`config.mk`:
```
export PLATFORM = sky130hd
export DESIGN_NAME = timer_dev
export DESIGN_NICKNAME = d
export VERILOG_FILES = /design/src/rtl/timer_dev.sv
export SDC_FILE = /design/constraint.sdc
export NUM_CORES = 1
export LEC_CHECK = 0
export ABC_AREA = 0
export BUFFER_PORTS_ARGS = -buffer_cell sky130_fd_sc_hd__buf_4
export CORE_ASPECT_RATIO = 0.6
export CORE_MARGIN = 2
export CORE_UTILIZATION = 40
export CTS_BUF_LIST = sky130_fd_sc_hd__clkbuf_8
export CTS_CLUSTER_SIZE = 40
export DETAILED_ROUTE_END_ITERATION = 8
export PLACE_DENSITY = 0.66
export SYNTH_ARGS = -nofsm -noshare
export SYNTH_HDL_FRONTEND = slang
export SYNTH_SLANG_ARGS = --single-unit
```
`constraint.sdc`:
```
create_clock -name clk -period 2.69 [get_ports clk]
set_clock_uncertainty 0.2 [all_clocks]
set_input_delay 0.269 -clock clk [delete_from_list [all_inputs] [get_ports clk]]
set_output_delay 0.269 -clock clk [all_outputs]
set_load 0.005 [all_outputs]
```
`src/rtl/timer_dev.sv`:
```
// timer_dev: memory-mapped countdown timer exposing CTRL, PRESET and COUNT
// word registers, with a maskable interrupt raised when the count expires.
module timer_dev (
  input  logic        clk,
  input  logic        reset,
  input  logic [31:0] Addr,
  input  logic        WE,
  input  logic [31:0] Din,
  output logic [31:0] Dout,
  output logic        IRQ
);

  typedef enum logic [1:0] {
    IDLE = 2'd0,
    LOAD = 2'd1,
    CNT  = 2'd2,
    INT  = 2'd3
  } state_t;

  state_t      state;
  state_t      state_next;
  logic [3:0]  ctrl;
  logic [3:0]  ctrl_next;
  logic [31:0] preset;
  logic [31:0] preset_next;
  logic [31:0] count;
  logic [31:0] count_next;
  logic        irq_flag;
  logic        irq_flag_next;

  logic [1:0]  sel;
  logic        wr_ctrl;
  logic        wr_preset;
  logic        en;
  logic        auto_reload;
  logic        unused_addr;

  assign sel         = Addr[3:2];
  assign wr_ctrl     = WE && (sel == 2'd0);
  assign wr_preset   = WE && (sel == 2'd1);
  assign en          = ctrl[0];
  assign auto_reload = (ctrl[2:1] == 2'b01);
  assign unused_addr = ^{Addr[31:4], Addr[1:0]};

  always_ff @(posedge clk) begin
    if (reset) begin
      state    <= IDLE;
      ctrl     <= 4'd0;
      preset   <= 32'd0;
      count    <= 32'd0;
      irq_flag <= 1'b0;
    end else begin
      state    <= state_next;
      ctrl     <= ctrl_next;
      preset   <= preset_next;
      count    <= count_next;
      irq_flag <= irq_flag_next;
    end
  end

  // Order matters: a register write clears the flag first so that an expiry in
  // the same cycle can still set it, and the CPU's CTRL data overrides INT's EN clear.
  always_comb begin
    state_next    = state;
    ctrl_next     = ctrl;
    preset_next   = preset;
    count_next    = count;
    irq_flag_next = irq_flag;

    if (wr_ctrl || wr_preset) begin
      irq_flag_next = 1'b0;
    end

    case (state)
      IDLE: begin
        if (en) begin
          state_next = LOAD;
        end
      end
      LOAD: begin
        count_next = preset;
        state_next = CNT;
      end
      CNT: begin
        if (!en) begin
          state_next = IDLE;
        end else if (count > 32'd1) begin
          count_next = count - 32'd1;
        end else begin
          count_next    = 32'd0;
          irq_flag_next = 1'b1;
          state_next    = INT;
        end
      end
      INT: begin
        if (auto_reload) begin
          irq_flag_next = 1'b0;
        end else begin
          ctrl_next[0] = 1'b0;
        end
        state_next = IDLE;
      end
      default: begin
        state_next = IDLE;
      end
    endcase

    if (wr_ctrl) begin
      ctrl_next = Din[3:0];
    end
    if (wr_preset) begin
      preset_next = Din;
    end
  end

  always_comb begin
    Dout = 32'd0;
    case (sel)
      2'd0:    Dout = {28'd0, ctrl};
      2'd1:    Dout = preset;
      2'd2:    Dout = count;
      default: Dout = 32'd0;
    endcase
  end

  assign IRQ = ctrl[3] & irq_flag;

endmodule
```
==> summary.log <==
[run_status] outcome finished clean
[floorplanning] initial standard-cell utilization of the core 41.3%
[synth] Syn Nets 591
[synth] most area-hungry cell type in the Yosys netlist dfxtp_1
[setup_path] worst-path fanout max 6
[sta] Final setup viols 0
[setup_path] Critical Path, Cell by Cell inv_1 > ha_1 > or3b_2 > buf_4 > or3_1 > a211oi_1 > o22ai_1
[place] half-perimeter wire length after detailed placement 9230 um
[clocking] CTS tree built
[sta] crit share post-route 94.8%
[global_routing] GRT overflow 0
[routing] violation count after the first detailed-route iteration 439
[setup_path] buffer and inverter count on the worst path 2
[synth] Post-synth EDFFs 0
[sta] transition time at the pin with the least slew margin 0.812 ns
[synth] Synth async-reset ratio 0%
[clocking] H-Tree Depth 3
[final_layout] fraction of layout cells with a size suffix above 1 21.2%
[clocking] clock net sink count 71
[synth] cells taking the most area after synthesis dfxtp_1, nand2_1, a22o_1
[synth] Yosys top cell area share 34.7%
[global_routing] number of antenna violations at the first check in global routing 0
[final_layout] NumNets Final 677
[routing] vias 4417
[synth] post-synthesis sequential element count 71
[routing] number of iterations in the first detailed-routing pass 5
[global_routing] first-pass GRT wire length 21700 um
[synth] cell with the most instances after synthesis nand2_1
[power] power consumption 2260 uW
[sta] worst rel slew slack 45.8%
[synth] portion of the post-synthesis area used by sequential elements 34.7%
[sta] hold slack final 0.187 ns
[routing] top layer used by detailed routing met4
[place] placed standard-cell area 4790 sq um
[routing] DRT met1 WL 6690 um
[final_layout] relative area change from synthesis to final layout 29.2%
[floorplanning] core outline area 9910 sq um
[floorplanning] cell row count 28
[clocking] maximum count of clock buffers along a single path 2
[setup_path] CP Capture Type flip-flop
[routing] Post-route DRC 0
[floorplanning] top-level port count 100
[floorplanning] floorplan die area 11100 sq um
[power] static leakage 0.00210 uW
[synth] top cells by instance count after synthesis nand2_1, dfxtp_1, clkbuf_1
[synth] Yosys warning count 0
[setup_path] worst stage delay on the critical path 0.51 ns
[sta] setup repair after global routing missed its margin no
[global_routing] Tot GR Track Use 25.3%
[setup_path] standard cell with the maximum stage delay on the critical path or3b_2
[setup_path] endpoint required time on the critical path 2.70 ns
[place] number of buffer cells added on primary ports 69
[setup_path] arrival time at the worst endpoint 2.56 ns
[flow_run] number of max-capacitance violations reported 0
[routing] number of routed nets with antenna violations 0
[sta] minimum clock period after layout 2.55 ns
[final_layout] Design Area, Final 5300 sq um
[sta] highest attainable clock frequency 392 MHz
[floorplanning] floorplan die height 82.4 um
[synth] post-synthesis cell type count 65
[routing] metal2 WL 5830 um
[clocking] Num CTS Buffers 9
[clocking] clock-pin slew on the worst setup and hold paths 0.08 ns
[setup_path] family with the most delay on the worst path simple AND/OR/NAND/NOR gates
[synth] top_reg_cell synth dfxtp_1
[routing] final routed wire length divided by cell count 18.4 um
[sta] final number of hold-violating endpoints 0
[global_routing] maximum number of pins on one net before global-route repair 75
[global_routing] number of global-route vias before repair 4110
[setup_path] sort of element at the start of the critical path flip-flop
[routing] met3 WL 1170 um
[power] cell area power density 427 nW/um^2
[sta] Final Max Slew Viols 0
[clocking] CTS root buf clkbuf_8
[routing] average via count per standard cell 5.91
[floorplanning] width of the die 135 um
[synth] post-synthesis cell area 4100 sq um
[clocking] Post-CTS Repair Setup Buffers 0
[clocking] source-to-sink clock delay at the later pin of the worst-skew pair 0.35 ns
[final_layout] Antenna diodes 0
[sta] total negative setup slack 0 ns
[routing] wirelength, routed 13800 um
[min_path] worst hold path class input pin to flip-flop
[final_layout] number of fill cells 954
[synth] Mapped Cells 522
[power] Max rail drop VDD 231 uV
[synth] average size of a mapped cell 7.85 sq um
[setup_path] kind of critical path flip-flop to flip-flop
[place] routability cong. 0.898
==> stage by stage <==
stage / utilization (%) / setup WS [ns] / instances
final: 53.4 / 0.141 / 747
after global routing: 53.4 / 0.0149 / 747
after floorplan: - / 0.325 / 522
after detailed placement: 48.3 / 0.167 / 700
after CTS: 53.3 / 0.152 / 747
after global placement: 48.3 / 0.216 / 700
==> layout by cell type, fill, tap and decap left out, types with 15 or more instances in the layout <==
cell           instances
dfxtp_1               71
a21oi_1               44
nand3_1               16
buf_4                 98
a31oi_1               15
nand2_1               85
dlygate4sd3_1         32
a22o_1                29
nor4_1                15
nor2_1                20
==> final timing paths <==
check             depth (start not counted)  slack (ns)       from        end
setup reg to reg                          7        0.14   count[0]  count[28]
hold / removal                            4        0.19         WE   irq_flag
setup / recovery                          7        0.14   count[0]  count[28]
hold reg to reg                           2        0.28  preset[9]  preset[9]
==> layout make-up <==
cell class / count / area (sq um) / area share (%)
multi-input cells: 387 / 2430 / 45.9
flip-flops and latches: 71 / 1420 / 26.8
repair buffers: 131 / 1070 / 20.2
well taps: 135 / 169 / 3.19
clock buffers: 9 / 124 / 2.34
clock inverters: 6 / 55.1 / 1.04
inverters: 8 / 30.0 / 0.567
==> tightest hold or removal path: stages <==
cell	delay, ns
buf_4	0.10
nand2b_1	0.07
a2bb2oi_1	0.18
a311oi_2	0.06
==> flip-flops by register name, summed over array words and instances (netlist names) <==
name / count
count: 32
ctrl: 4
irq_flag: 1
preset: 32
state: 2
==> cells by family after synthesis <==
family | Yosys count | share of synthesized area [%]
mux | 8 | 1.98
fa+ha+maj | 2 | 0.610
buf+inv | 64 | 6.44
xor+xnor | 3 | 0.641
simple gates | 211 | 27.4
compound gates | 163 | 28.3
flops | 71 | 34.7
==> routing by layer <==
| metal | up-vias | track usage, % |
|---|---|---|
| met5 | - | 0 |
| met4 | 0 | 6.42 |
| met3 | 12 | 7.08 |
| met2 | 199 | 38.4 |
| met1 | 2062 | 35.4 |
| li1 | 2144 | - |
==> timing repair <==
action | in CTS | in global routing
hold endpoints to repair | 35 | 0
setup endpoints to repair | 0 | 3
resized for setup | 0 | 2
hold buffers | 32 | 0
==> where the power goes <==
group | switching (uW) | total (uW) | internal [uW]
combinational | 197 | 353 | 156
sequential | 22.0 | 1090 | 1070
clock | 403 | 816 | 413
total | 622 | 2260 | 1640
Note: power is estimated with default switching activity, not from simulation.
